`src/rtl/mdu_seq_pkg.sv`:
```
// Shared definitions for the multiply/divide sequencer and its ALU hookup.
// Latency: n/a (constants and types only).
// Backpressure: n/a.
package mdu_seq_pkg;

    // Operation codes understood by the shared 32-bit ALU.
    localparam logic [2:0] OP_AND = 3'b000;
    localparam logic [2:0] OP_OR  = 3'b001;
    localparam logic [2:0] OP_ADD = 3'b010;
    localparam logic [2:0] OP_XOR = 3'b011;
    localparam logic [2:0] OP_NOR = 3'b100;
    localparam logic [2:0] OP_SRL = 3'b101;
    localparam logic [2:0] OP_SUB = 3'b110;
    localparam logic [2:0] OP_SLT = 3'b111;

    // Width of the step counter and the index of the final step.
    localparam int          CNT_W     = 6;
    localparam logic [5:0]  LAST_STEP = 6'd31;

    // Sequencer states.
    typedef enum logic [1:0] {
        ST_IDLE = 2'd0,
        ST_MUL  = 2'd1,
        ST_DIV  = 2'd2,
        ST_DONE = 2'd3
    } mdu_state_t;

endpackage

```
`src/rtl/mdu_seq.sv`:
```
// Iterative unsigned MULTU/DIVU sequencer that borrows the shared ALU for 32 steps.
// Latency: 33 cycles from accepted start to the done pulse; 1 cycle for divide-by-zero.
// Backpressure: start is only sampled in IDLE; requests while busy are dropped, not queued.
module mdu_seq
    import mdu_seq_pkg::*;
#(
    parameter logic [2:0] ALU_ADD = OP_ADD,
    parameter logic [2:0] ALU_SUB = OP_SUB
) (
    input  logic        clk,
    input  logic        rst,
    input  logic        start,
    input  logic        op,
    input  logic [31:0] a,
    input  logic [31:0] b,
    output logic        busy,
    output logic        done,
    output logic [31:0] hi,
    output logic [31:0] lo,
    output logic        div_zero,
    output logic [2:0]  alu_op,
    output logic [31:0] alu_a,
    output logic [31:0] alu_b,
    input  logic [31:0] alu_res,
    input  logic        alu_co
);

    mdu_state_t        r_state;
    mdu_state_t        w_next_state;

    logic [31:0]       r_hi;
    logic [31:0]       r_lo;
    logic [31:0]       r_m;
    logic [CNT_W-1:0]  r_cnt;
    logic              r_div_zero;

    logic              w_last_step;
    logic [63:0]       w_mul_nxt;
    logic [31:0]       w_div_hi_sh;
    logic              w_div_t;
    logic              w_div_take;
    logic [63:0]       w_div_nxt;

    assign w_last_step = (r_cnt == LAST_STEP);

    // MULTU step: conditionally add m into hi, then shift the 65-bit {carry,hi,lo} right.
    assign w_mul_nxt = r_lo[0] ? {alu_co, alu_res, r_lo[31:1]}
                               : {1'b0,   r_hi,    r_lo[31:1]};

    // DIVU step: shift {hi,lo} left; the ALU compares the shifted hi against m.
    // If the bit shifted out of hi was set, the partial remainder is already >= 2^32 > m,
    // so the subtraction must be taken regardless of the ALU borrow.
    assign w_div_hi_sh = {r_hi[30:0], r_lo[31]};
    assign w_div_t     = r_hi[31];
    assign w_div_take  = w_div_t | ~alu_co;
    assign w_div_nxt   = w_div_take ? {alu_res,     r_lo[30:0], 1'b1}
                                    : {w_div_hi_sh, r_lo[30:0], 1'b0};

    // State register.
    always_ff @(posedge clk) begin
        if (rst) begin
            r_state <= ST_IDLE;
        end else begin
            r_state <= w_next_state;
        end
    end

    // Next-state logic: launch from IDLE, 32 steps, one DONE cycle, back to IDLE.
    always_comb begin
        w_next_state = r_state;
        case (r_state)
            ST_IDLE: begin
                if (start) begin
                    if (!op) begin
                        w_next_state = ST_MUL;
                    end else if (b != 32'd0) begin
                        w_next_state = ST_DIV;
                    end else begin
                        w_next_state = ST_DONE;
                    end
                end
            end
            ST_MUL, ST_DIV: begin
                if (w_last_step) begin
                    w_next_state = ST_DONE;
                end
            end
            ST_DONE: begin
                w_next_state = ST_IDLE;
            end
            default: begin
                w_next_state = ST_IDLE;
            end
        endcase
    end

    // Output logic: status flags and the ALU operand/operation drive.
    always_comb begin
        busy   = (r_state != ST_IDLE);
        done   = (r_state == ST_DONE);
        alu_op = ALU_ADD;
        alu_a  = 32'd0;
        alu_b  = 32'd0;
        case (r_state)
            ST_MUL: begin
                alu_op = ALU_ADD;
                alu_a  = r_hi;
                alu_b  = r_m;
            end
            ST_DIV: begin
                alu_op = ALU_SUB;
                alu_a  = w_div_hi_sh;
                alu_b  = r_m;
            end
            default: begin
                alu_op = ALU_ADD;
                alu_a  = 32'd0;
                alu_b  = 32'd0;
            end
        endcase
    end

    // Datapath: operand capture on start, one shift-add/subtract step per cycle.
    always_ff @(posedge clk) begin
        if (rst) begin
            r_hi       <= 32'd0;
            r_lo       <= 32'd0;
            r_m        <= 32'd0;
            r_cnt      <= '0;
            r_div_zero <= 1'b0;
        end else begin
            case (r_state)
                ST_IDLE: begin
                    if (start) begin
                        r_m        <= b;
                        r_cnt      <= '0;
                        r_div_zero <= 1'b0;
                        if (!op) begin
                            r_m  <= a;
                            r_hi <= 32'd0;
                            r_lo <= b;
                        end else if (b != 32'd0) begin
                            r_hi <= 32'd0;
                            r_lo <= a;
                        end else begin
                            r_hi       <= a;
                            r_lo       <= 32'hFFFF_FFFF;
                            r_div_zero <= 1'b1;
                        end
                    end
                end
                ST_MUL: begin
                    {r_hi, r_lo} <= w_mul_nxt;
                    r_cnt        <= r_cnt + 6'd1;
                end
                ST_DIV: begin
                    {r_hi, r_lo} <= w_div_nxt;
                    r_cnt        <= r_cnt + 6'd1;
                end
                default: begin
                    // DONE: results hold for the consumer.
                end
            endcase
        end
    end

    assign hi       = r_hi;
    assign lo       = r_lo;
    assign div_zero = r_div_zero;

endmodule

```
`config.mk`:
```
export PLATFORM = sky130hd
export DESIGN_NAME = mdu_seq
export DESIGN_NICKNAME = d
export VERILOG_FILES = /design/src/rtl/mdu_seq_pkg.sv /design/src/rtl/mdu_seq.sv
export SDC_FILE = /design/constraint.sdc
export NUM_CORES = 1
export LEC_CHECK = 0
export CAP_MARGIN = 20
export CORE_ASPECT_RATIO = 0.5
export CORE_MARGIN = 3
export CORE_UTILIZATION = 40
export CTS_BUF_LIST = sky130_fd_sc_hd__clkbuf_16
export DETAILED_ROUTE_END_ITERATION = 6
export GPL_ROUTABILITY_DRIVEN = 0
export PLACE_DENSITY = 0.78
export SYNTH_ARGS = -nofsm -noshare
export SYNTH_HDL_FRONTEND = slang
export SYNTH_SLANG_ARGS = --single-unit
```
`constraint.sdc`:
```
create_clock -name clk -period 4.35 [get_ports clk]
set_clock_uncertainty 0.1 [all_clocks]
set_input_delay 0.87 -clock clk [delete_from_list [all_inputs] [get_ports clk]]
set_output_delay 0.87 -clock clk [all_outputs]
set_load 0.02 [all_outputs]
```
==> out/qor_table.md, run 1 <==
| Group | Result | Reported |
|:---|:---|:---|
| status | Outcome | finished clean |
| placement | Cell area reported after detailed placement | 0.00977 mm² |
| floorplan | Width of the die | 200 µm |
| floorplan | Ports | 235 |
| cts | Root cell of the clock tree | sky130_fd_sc_hd__clkbuf_16 |
| yosys | Post-synthesis async set-or-reset flop share | 0 |
| cts | Post-CTS setup buffers | 0 |
| setup path | Cell count of the worst reg-to-reg path | 7 |
| final layout | Proportion of layout cells with a drive suffix above 1 | 0.0503 |
| job | Max Cap Viol | 0 |
| detailed routing | Total routed wirelength | 28000 µm |
| timing | Unrepaired setup endpoints after global routing | false |
| setup path | Critical path startpoint | r_state[1]$_SDFFE_PP0P_ |
| yosys | Sequential cell area fraction in the yosys report | 0.281 |
| timing | Final critical-path share of the clock period | 0.859 |
| detailed routing | Routed via count divided by cell count | 6.12 |
| setup path | Worst-path cell chain | inv_1 > ha_4 > inv_2 > a21oi_1 > clkdlybuf4s50_1 |
| power | Total power of the final layout | 6.62 mW |
| final layout | Area taken by multi-input logic gates | 0.00487 mm² |
| final layout | Final standard cell area without fillers | 0.0101 mm² |
| detailed routing | Number of nets still failing antenna checks after routing | 0 |
| power | Static leakage power | 3.56 nW |
| final layout | Count of inserted antenna diode cells | 0 |
| floorplan | Core region area | 0.0179 mm² |
| min path | Worst Min Path Start | div_zero$_SDFFE_PP0P_ |
| yosys | Cells after Synth | 995 |
| grt | Routing usage on met1 | 0.352 |
| final layout | Fill count | 1670 |
| setup path | Critical R2R Launch | r_state[1]$_SDFFE_PP0P_ |
| grt | Pin count of the biggest net entering global routing | 78 |
| power | Maximum ir drop on the vdd rail | 0.000358 V |
| timing | Slew at the pin closest to its max-slew limit | 879 ps |
| grt | Most used routing layer | met2 |
| timing | Endpoints failing setup | 0 |
| setup path | Crit Path Class | reg -> out |
| final layout | Area growth from synthesis to final layout | 34.4% |
| setup path | Type of element launching the critical path | flop |
| timing | Worst slew margin relative to its limit | 0.414 |
| final layout | Count of nets after finishing | 1253 |
| floorplan | Count of standard-cell rows | 34 |
| floorplan | Floorplan die area | 0.0205 mm² |
| setup path | Critical-path cell with the highest stage delay | sky130_fd_sc_hd__clkdlybuf4s50_1 |
| timing | Accumulated negative setup slack | 0 ps |
| yosys | Total standard cell area after synthesis | 0.00749 mm² |
| cts | Clock-pin slew on the worst setup and hold paths | 70 ps |
| grt | Tot GR Track Use | 0.262 |
| yosys | Leading register cell type out of synthesis | sky130_fd_sc_hd__dfxtp_1 |
| grt | Met2 routing resource usage after global routing | 0.425 |
| detailed routing | Number of vias in the routed layout | 8489 |
| min path | Hold depth | 2 |
| grt | Wire length of the first global-routing pass | 43300 µm |
| timing | Time the worst path needs with I/O delays and setup | 3740 ps |
| final layout | Footprint of the flip-flops and latches | 0.00210 mm² |
| yosys | Avg Synthesized Cell Area | 7.53 µm² |
| final layout | Share of the core filled with cells | 0.564 |
| timing | Number of max-slew violations in the final report | 0 |
| grt | Vias in the first global route | 7895 |
| timing | Final number of hold-violating endpoints | 0 |
| cts | Cts-stage hold buffer count | 0 |
| setup path | Crit-path max cell delay | 650 ps |
| detailed routing | Number of optimization iterations in the first detailed-route pass | 7 |
| detailed routing | Routed wirelength normalized by instance count | 20.2 µm |
| cts | Number of buffers created by CTS | 9 |
| setup path | Worst-path fanout max | 35 |
| placement | Quantity of I/O buffers inserted on ports | 232 |
| grt | Initial antenna violation count | 0 |
| yosys | Number of storage elements in the synthesis netlist | 105 |
| min path | Min-Delay Path Class | reg -> reg |
| yosys | Post-synthesis net count | 1101 |
| grt | Remaining global-route overflow | 0 |
| cts | H-Tree Level Count | 3 |
| detailed routing | Post-route DRC violation count | 0 |
| yosys | Yosys warns | 0 |
| yosys | Number of enable-type register cells in the synthesized netlist | 0 |
| timing | F_max | 268 MHz |
| power | P per Cell Area | 657 mW/mm² |
| cts | Resized cells post-CTS | 0 |
| setup path | Data required time at the worst endpoint | 3380 ps |
| placement | HPWL Detailed | 19700 µm |
| yosys | Distinct cells, synth | 47 |
| grt | Met3 track utilization from global routing | 0.0542 |
| cts | Source-to-sink clock delay at the later pin of the worst-skew pair | 360 ps |
| floorplan | Die height | 103 µm |
| floorplan | Effective utilization at floorplan | 0.419 |
| detailed routing | Drt first-iter violations | 758 |
| cts | Max clock buf depth | 2 |
| cts | Clock Sinks | 105 |
| setup path | Category of the worst setup path capture point | primary output |
| setup path | CP arrival | 2770 ps |
| cts | Clock tree from TritonCTS | done |
kinds of logic after synthesis:
| group | after synthesis | share of synthesized area |
|---|---|---|
| AOI/OAI and AO/OA | 307 | 0.292 |
| and+or+nand+nor | 388 | 0.253 |
| muxes | 66 | 0.0885 |
| adders and majority gates | 5 | 0.00835 |
| DFF | 105 | 0.281 |
| other | 2 | 0.00100 |
| xor gates and xnor gates | 1 | 0.00117 |
| buffers and inverters | 121 | 0.0752 |
cell type report:
cell class	instances	share of cell area
Timing Repair Buffer	256	0.250
Sequential cell	105	0.209
Inverter	6	0.00224
Tap cell	234	0.0291
Clock buffer	9	0.0224
Multi-Input combinational cell	769	0.483
Clock inverter	7	0.00373
final timing paths:
| kind | end | slack [ps] |
|---|---|---|
| worst max-delay path | alu_a[11] | 610 |
| worst min-delay path | div_zero$_SDFFE_PP0P_ | 370 |
| worst max register to register | r_cnt[3]$_SDFFE_PP0P_ | 1550 |
| worst min register to register | div_zero$_SDFFE_PP0P_ | 370 |
metal layers:
layer	part of all wire	routed length, µm	vias to the layer above
met5	0	0	-
li1	-	-	3987
met4	0.032	883	0
met2	0.46	12900	401
met1	0.43	11900	4040
met3	0.082	2300	61
metrics by stage:
step	cells	hold slack, ps	setup WS (ps)
floorplan	995	358	1700
global placement	1368	345	865
detailed placement	1368	360	816
CTS	1384	379	654
global route	1386	408	521
finish	1386	374	615
where the power goes:
part | leakage (nW) | switching, mW | internal, mW
Clock | 0.126 | 0.389 | 0.382
Combinational | 2.57 | 2.47 | 1.70
Sequential | 0.866 | 0.365 | 1.30
Total | 3.56 | 3.23 | 3.39
sequential cells by signal, summed over array words and instances (netlist names):
name and count:
hi 32, r_cnt 6, r_state 2, lo 32, div_zero 1, r_m 32
layout by cell type, fill, tap and decap left out, types with 2 or more instances in the layout:
cell / netlist / routed
sky130_fd_sc_hd__a21oi_1: 67 / 67
sky130_fd_sc_hd__clkinv_2: 0 / 3
sky130_fd_sc_hd__nand2_1: 69 / 69
sky130_fd_sc_hd__o31ai_1: 30 / 30
sky130_fd_sc_hd__nor4_1: 9 / 9
sky130_fd_sc_hd__and4_1: 2 / 2
sky130_fd_sc_hd__o21ai_0: 36 / 36
sky130_fd_sc_hd__a211oi_1: 63 / 63
sky130_fd_sc_hd__and2_1: 35 / 34
sky130_fd_sc_hd__clkinv_1: 0 / 2
sky130_fd_sc_hd__nor2_1: 129 / 128
sky130_fd_sc_hd__dfxtp_1: 105 / 104
sky130_fd_sc_hd__nor2b_1: 31 / 30
sky130_fd_sc_hd__o211ai_1: 2 / 2
sky130_fd_sc_hd__nand4_1: 35 / 35
sky130_fd_sc_hd__and3_1: 30 / 30
sky130_fd_sc_hd__mux2_2: 2 / 2
sky130_fd_sc_hd__buf_4: 5 / 23
sky130_fd_sc_hd__nor2b_2: 1 / 2
sky130_fd_sc_hd__nand2b_1: 4 / 3
sky130_fd_sc_hd__ha_4: 0 / 2
sky130_fd_sc_hd__ha_1: 5 / 2
sky130_fd_sc_hd__a211oi_2: 3 / 3
sky130_fd_sc_hd__clkbuf_16: 0 / 9
sky130_fd_sc_hd__clkinvlp_4: 0 / 2
sky130_fd_sc_hd__a22o_1: 32 / 32
sky130_fd_sc_hd__or3_1: 3 / 3
sky130_fd_sc_hd__inv_1: 6 / 5
sky130_fd_sc_hd__clkdlybuf4s50_1: 0 / 230
sky130_fd_sc_hd__a311oi_1: 30 / 30
sky130_fd_sc_hd__nor3_1: 34 / 34
sky130_fd_sc_hd__nand3_1: 5 / 5
sky130_fd_sc_hd__buf_12: 0 / 2
sky130_fd_sc_hd__mux2i_1: 64 / 64
sky130_fd_sc_hd__o31a_1: 30 / 30
sky130_fd_sc_hd__conb_1: 2 / 2
sky130_fd_sc_hd__a22oi_1: 3 / 3
cell usage after synthesis (all sizes together), types with 4 or more instances:
master,instances,share of area
and3,30,0.025
a21oi,68,0.046
o31a,30,0.035
nand4,35,0.029
and2,35,0.029
a22o,32,0.037
nand2,69,0.035
nor2b,32,0.027
dfxtp,105,0.28
a211oi,66,0.068
ha,5,0.0084
o21ai,36,0.024
nor3,34,0.023
nor4,9,0.0075
mux2i,64,0.086
nand3,5,0.0033
o31ai,30,0.030
clkbuf,58,0.029
inv,6,0.0030
nor2,129,0.065
a311oi,30,0.035
nand2b,4,0.0033
buf,57,0.043
worst max-delay path: cells and delay by family, from the launching register on:
family / cells / cell delay [ps]
compound gates: 1 / 290
flops: 1 / 430
buf+inv: 3 / 1140
fa+ha+maj: 1 / 520
Power figures use the tool's default switching activity.
==> inputs of run 2 (changes only) <==
--- a/config.mk
+++ b/config.mk
@@ -13,6 +13,7 @@
 export DETAILED_ROUTE_END_ITERATION = 6
 export GPL_ROUTABILITY_DRIVEN = 0
 export PLACE_DENSITY = 0.78
+export RECOVER_POWER = 50
 export SYNTH_ARGS = -nofsm -noshare
 export SYNTH_HDL_FRONTEND = slang
 export SYNTH_SLANG_ARGS = --single-unit
==> out/qor_table.md, run 2 (same netlist as run 1, synthesis figures left out) <==
| Group | Result | Reported |
|:---|:---|:---|
| setup path | Worst-path fanout max | 35 |
| timing | Endpoints failing setup | 0 |
| floorplan | Count of standard-cell rows | 34 |
| floorplan | Effective utilization at floorplan | 0.419 |
| timing | Worst slew margin relative to its limit | 0.141 |
| setup path | Worst-path cell chain | inv_1 > ha_4 > inv_2 > a21oi_1 > clkdlybuf4s50_1 |
| grt | Vias in the first global route | 7895 |
| timing | Final number of hold-violating endpoints | 0 |
| floorplan | Floorplan die area | 0.0205 mm² |
| power | Static leakage power | 3.72 nW |
| detailed routing | Number of nets still failing antenna checks after routing | 0 |
| setup path | CP arrival | 2770 ps |
| timing | Unrepaired setup endpoints after global routing | false |
| final layout | Count of nets after finishing | 1253 |
| final layout | Most frequent cells in the layout | sky130_fd_sc_hd__clkdlybuf4s50_1, sky130_fd_sc_hd__nor2_1, sky130_fd_sc_hd__dfxtp_1 |
| grt | Remaining global-route overflow | 0 |
| timing | Slew at the pin closest to its max-slew limit | 1290 ps |
| setup path | Data required time at the worst endpoint | 3380 ps |
| detailed routing | Routed via count divided by cell count | 6.13 |
| final layout | Count of inserted antenna diode cells | 0 |
| grt | Initial antenna violation count | 0 |
| power | Internal cell power | 3.29 mW |
| placement | HPWL Detailed | 19700 µm |
| detailed routing | Routed wirelength normalized by instance count | 20.2 µm |
| final layout | Area taken by multi-input logic gates | 0.00487 mm² |
| cts | Post-CTS setup buffers | 0 |
| cts | Cts-stage hold buffer count | 0 |
| final layout | Fill count | 1674 |
| timing | F_max | 267 MHz |
| final layout | Commonest non-fill, non-tap cell in the layout | sky130_fd_sc_hd__clkdlybuf4s50_1 |
| setup path | Critical-path cell with the highest stage delay | sky130_fd_sc_hd__clkdlybuf4s50_1 |
| final layout | Area growth from synthesis to final layout | 34.1% |
| floorplan | Die height | 103 µm |
| power | Maximum ir drop on the vdd rail | 0.000346 V |
| power | Portion of total power attributed to sequential cells | 0.254 |
| setup path | Type of element launching the critical path | flop |
| grt | Pin count of the biggest net entering global routing | 78 |
| final layout | Final standard cell area without fillers | 0.0100 mm² |
| timing | Time the worst path needs with I/O delays and setup | 3740 ps |
| job | Max Cap Viol | 0 |
| power | Logic pwr share | 0.627 |
| final layout | Share of the core filled with cells | 0.562 |
| cts | Clock-pin slew on the worst setup and hold paths | 70 ps |
| detailed routing | Number of optimization iterations in the first detailed-route pass | 5 |
| detailed routing | Total routed wirelength | 28000 µm |
| final layout | Footprint of the flip-flops and latches | 0.00210 mm² |
| setup path | Category of the worst setup path capture point | primary output |
| floorplan | Ports | 235 |
| cts | Clock Sinks | 105 |
| placement | Quantity of I/O buffers inserted on ports | 232 |
| floorplan | Width of the die | 200 µm |
| grt | Tot GR Track Use | 0.262 |
| detailed routing | Post-route DRC violation count | 0 |
| placement | Number of placed instances, taps included | 1368 |
| cts | Max clock buf depth | 2 |
| placement | Cell area reported after detailed placement | 0.00977 mm² |
| cts | H-Tree Level Count | 3 |
| timing | Worst hold-check slack | 371 ps |
| timing | Final critical-path share of the clock period | 0.861 |
| detailed routing | Drt first-iter violations | 665 |
| cts | Source-to-sink clock delay at the later pin of the worst-skew pair | 360 ps |
| setup path | Crit Path Class | reg -> out |
| detailed routing | Number of vias in the routed layout | 8497 |
| floorplan | Core region area | 0.0179 mm² |
| cts | Resized cells post-CTS | 0 |
| cts | Root cell of the clock tree | sky130_fd_sc_hd__clkbuf_16 |
| min path | Min-Delay Path Class | reg -> reg |
| cts | Number of buffers created by CTS | 9 |
| power | Fraction of power spent switching nets | 0.495 |
| power | P per Cell Area | 648 mW/mm² |
| setup path | Crit-path max cell delay | 650 ps |
| power | Net load switching power | 3.22 mW |
| cts | Clock tree from TritonCTS | done |
| status | Outcome | finished clean |
| timing | Number of max-slew violations in the final report | 0 |
| final layout | Proportion of layout cells with a drive suffix above 1 | 0.0486 |
| final layout | Finished Layout Cells | 1386 |
| grt | Wire length of the first global-routing pass | 43300 µm |
| power | Part of the total power dissipated in the clock network | 0.119 |
| timing | Accumulated negative setup slack | 0 ps |
[run 2: changes by cell type in the layout (fill, tap and decap cells not counted), sizes merged]
cell	before	now
clkbuf	9	12
clkdlybuf4s50	230	162
buf	26	23
dlygate4sd3	0	68
[run 2: area by class of cell]
| cell class | instances | area share |
|---|---|---|
| repair buffers | 256 | 0.249 |
| inverters | 6 | 0.00224 |
| flip-flops and latches | 105 | 0.209 |
| well taps | 234 | 0.0291 |
| clock buffers | 9 | 0.0224 |
| clock inverters | 7 | 0.00374 |
| multi-input cells | 769 | 0.484 |
[run 2: path summary, 6_finish.rpt]
kind,from,to,slack [ps],cells after the start
max,r_state[1]$_SDFFE_PP0P_,alu_a[11],610,5
min,div_zero$_SDFFE_PP0P_,div_zero$_SDFFE_PP0P_,370,2
max reg2reg,r_state[1]$_SDFFE_PP0P_,r_cnt[3]$_SDFFE_PP0P_,620,7
min reg2reg,div_zero$_SDFFE_PP0P_,div_zero$_SDFFE_PP0P_,370,2
[run 2: power by group through the flow]
stage               Combinational [mW]  Sequential (mW)  Clock (mW)
floorplan                         2.44             1.85           0
global placement                  4.02             1.66           0
detailed placement                4.11             1.67           0
CTS                               4.12             1.65       0.781
global route                      4.40             1.70       0.812
finish                            4.08             1.65       0.775
[run 2: critical path, delay by kind of cell (launching register included)]
| family | cells | cell delay, ps |
|---|---|---|
| buffers and inverters | 3 | 1140 |
| adder cells (fa/ha/maj) | 1 | 510 |
| AO/OA/AOI/OAI | 1 | 290 |
| flip-flops | 1 | 440 |
[run 2: metrics by stage]
stage,setup slack (ps),total power [mW]
2_1_floorplan,1700,4.29
3_3_place_gp,865,5.68
3_5_place_dp,816,5.78
4_1_cts,654,6.55
5_1_grt,406,6.91
6_report,605,6.51
[run 2: layer usage]
layer	track usage	routed length [µm]	vias up
met5	0	0	-
li1	-	-	3992
met1	0.352	12100	4080
met2	0.425	13000	368
met4	0.0836	808	0
met3	0.0542	2120	57
==> inputs of run 3 (changes only) <==
--- a/config.mk
+++ b/config.mk
@@ -6,13 +6,15 @@
 export NUM_CORES = 1
 export LEC_CHECK = 0
 export CAP_MARGIN = 20
+export CELL_PAD_IN_SITES_DETAIL_PLACEMENT = 1
+export CELL_PAD_IN_SITES_GLOBAL_PLACEMENT = 1
 export CORE_ASPECT_RATIO = 0.5
 export CORE_MARGIN = 3
-export CORE_UTILIZATION = 40
+export CORE_UTILIZATION = 36
 export CTS_BUF_LIST = sky130_fd_sc_hd__clkbuf_16
 export DETAILED_ROUTE_END_ITERATION = 6
 export GPL_ROUTABILITY_DRIVEN = 0
-export PLACE_DENSITY = 0.78
+export PLACE_DENSITY = 0.94
 export RECOVER_POWER = 50
 export SYNTH_ARGS = -nofsm -noshare
 export SYNTH_HDL_FRONTEND = slang
==> out/qor_table.md, run 3 (same netlist as run 1, synthesis figures left out) <==
| Group | Result | Reported |
|:---|:---|:---|
| status | Outcome | complete, but fails checks |
| status | Failing checks | DRC, capacitance limit, slew limit |
| final layout | Most frequent cells in the layout | sky130_fd_sc_hd__clkdlybuf4s50_1, sky130_fd_sc_hd__nor2_1, sky130_fd_sc_hd__dfxtp_1 |
| grt | Tot GR Track Use | 0.289 |
| cts | Clock tree from TritonCTS | done |
| setup path | CP arrival | 3000 ps |
| floorplan | Ports | 235 |
| detailed routing | Number of vias in the routed layout | 8874 |
| final layout | Area taken by multi-input logic gates | 0.00485 mm² |
| detailed routing | Post-route DRC violation count | 1 |
| min path | Hold EP | div_zero$_SDFFE_PP0P_ |
| setup path | Critical R2R Launch | r_state[0]$_SDFFE_PP0P_ |
| timing | F_max | 252 MHz |
| setup path | FF-to-FF setup slack | 410 ps |
| setup path | Type of element launching the critical path | flop |
| setup path | Cell count of the worst reg-to-reg path | 7 |
| placement | Quantity of I/O buffers inserted on ports | 232 |
| cts | Clock-pin slew on the worst setup and hold paths | 70 ps |
| setup path | Critical-path cell with the highest stage delay | sky130_fd_sc_hd__ha_4 |
| final layout | Area growth from synthesis to final layout | 34.6% |
| min path | Worst Min Path Start | div_zero$_SDFFE_PP0P_ |
| floorplan | Die height | 108 µm |
| timing | Number of max-slew violations in the final report | 34 |
| power | P per Cell Area | 666 mW/mm² |
| setup path | Category of the worst setup path capture point | primary output |
| detailed routing | Drt first-iter violations | 830 |
| floorplan | Core region area | 0.0200 mm² |
| grt | Initial antenna violation count | 1 |
| detailed routing | Routed wirelength normalized by instance count | 24.0 µm |
| cts | Cts-stage hold buffer count | 0 |
| power | Static leakage power | 3.72 nW |
| cts | Max clock buf depth | 2 |
| min path | Min-Delay Path Class | reg -> reg |
| detailed routing | Number of optimization iterations in the first detailed-route pass | 7 |
| placement | Number of placed instances, taps included | 1399 |
| cts | Clock Sinks | 105 |
| detailed routing | Total routed wirelength | 34000 µm |
| floorplan | Floorplan die area | 0.0227 mm² |
| timing | Final number of hold-violating endpoints | 0 |
| final layout | Fill count | 2407 |
| timing | Time the worst path needs with I/O delays and setup | 3970 ps |
| timing | Accumulated negative setup slack | 0 ps |
| detailed routing | Routed via count divided by cell count | 6.26 |
| timing | Unrepaired setup endpoints after global routing | false |
| final layout | Proportion of layout cells with a drive suffix above 1 | 0.0435 |
| job | Max Cap Viol | 1 |
| cts | Number of buffers created by CTS | 9 |
| grt | Pin count of the biggest net entering global routing | 76 |
| cts | Post-CTS setup buffers | 0 |
| setup path | Crit Path Class | reg -> out |
| min path | Hold depth | 2 |
| setup path | Data required time at the worst endpoint | 3380 ps |
| final layout | Count of nets after finishing | 1252 |
| final layout | Commonest non-fill, non-tap cell in the layout | sky130_fd_sc_hd__clkdlybuf4s50_1 |
| setup path | Worst-path cell chain | inv_1 > ha_4 > inv_2 > a21oi_1 > clkdlybuf4s50_1 |
| cts | Root cell of the clock tree | sky130_fd_sc_hd__clkbuf_16 |
| grt | Vias in the first global route | 8896 |
| grt | Wire length of the first global-routing pass | 52200 µm |
| final layout | Finished Layout Cells | 1417 |
| timing | Final critical-path share of the clock period | 0.914 |
| final layout | Footprint of the flip-flops and latches | 0.00210 mm² |
| timing | Endpoints failing setup | 0 |
| floorplan | Effective utilization at floorplan | 0.375 |
| cts | Source-to-sink clock delay at the later pin of the worst-skew pair | 350 ps |
| timing | Worst slew margin relative to its limit | -0.0911 |
| setup path | R2R Path End | r_cnt[3]$_SDFFE_PP0P_ |
| setup path | Worst-path fanout max | 46 |
| cts | Resized cells post-CTS | 0 |
| detailed routing | Number of nets still failing antenna checks after routing | 0 |
| grt | Remaining global-route overflow | 0 |
| floorplan | Count of standard-cell rows | 36 |
| placement | HPWL Detailed | 23700 µm |
| setup path | Crit-path max cell delay | 670 ps |
| timing | Slew at the pin closest to its max-slew limit | 1640 ps |
| power | Maximum ir drop on the vdd rail | 0.000334 V |
| cts | H-Tree Level Count | 3 |
| floorplan | Width of the die | 210 µm |
## run 3: worst max-delay path by stage
| stage | end | start | slack, ps |
|---|---|---|---|
| after floorplan | alu_a[17] | r_state[0]$_SDFFE_PP0P_ | 1700 |
| after detailed placement | lo[12]$_SDFFE_PP0P_ | b[26] | 580 |
| after global routing | r_cnt[3]$_SDFFE_PP0P_ | r_state[0]$_SDFFE_PP0P_ | 160 |
| final | alu_a[3] | r_state[0]$_SDFFE_PP0P_ | 380 |
| after global placement | lo[13]$_SDFFE_PP0P_ | b[26] | 760 |
| after CTS | alu_a[3] | r_state[0]$_SDFFE_PP0P_ | 410 |
## run 3: area by class of cell
type                    instances  share of cell area
clock inverters                 6             0.00509
clock buffers                   9              0.0223
flip-flops and latches        105               0.209
inverters                       6             0.00223
repair buffers                255               0.247
multi-input cells             769               0.481
well taps                     266              0.0330
diodes                          1            0.000248
## run 3: where the power goes
part           internal, mW  switching [mW]  total (mW)
logic                  1.59            2.61        4.21
clock network         0.395           0.407       0.802
registers              1.30           0.405        1.71
total                  3.29            3.42        6.71
## run 3: layer usage
| layer | global-route usage | vias up | routed length [µm] |
|---|---|---|---|
| met2 | 0.470 | 435 | 15500 |
| li1 | - | 3986 | - |
| met1 | 0.386 | 4350 | 14900 |
| met5 | 0 | - | 0 |
| met4 | 0.110 | 0 | 1140 |
| met3 | 0.0516 | 103 | 2550 |
## run 3: per-stage QoR
stage | instance area (µm²) | worst slack (ps) | util | hold WS (ps) | power, mW
5_1_grt | 10100 | 163 | 0.505 | 382 | 7.07
3_5_place_dp | 9790 | 580 | 0.491 | 356 | 5.89
3_3_place_gp | 9790 | 765 | 0.491 | 343 | 5.71
4_1_cts | 10100 | 408 | 0.504 | 365 | 6.73
6_report | 10100 | 376 | 0.505 | 359 | 6.71
2_1_floorplan | 7490 | 1700 | - | 358 | 4.29
## run 3: worst max-delay path: cells and delay by family, from the launching register on
family | cells | cell delay [ps]
flip-flops | 1 | 400
adder cells (fa/ha/maj) | 1 | 670
buffers and inverters | 3 | 1260
AO/OA/AOI/OAI | 1 | 330
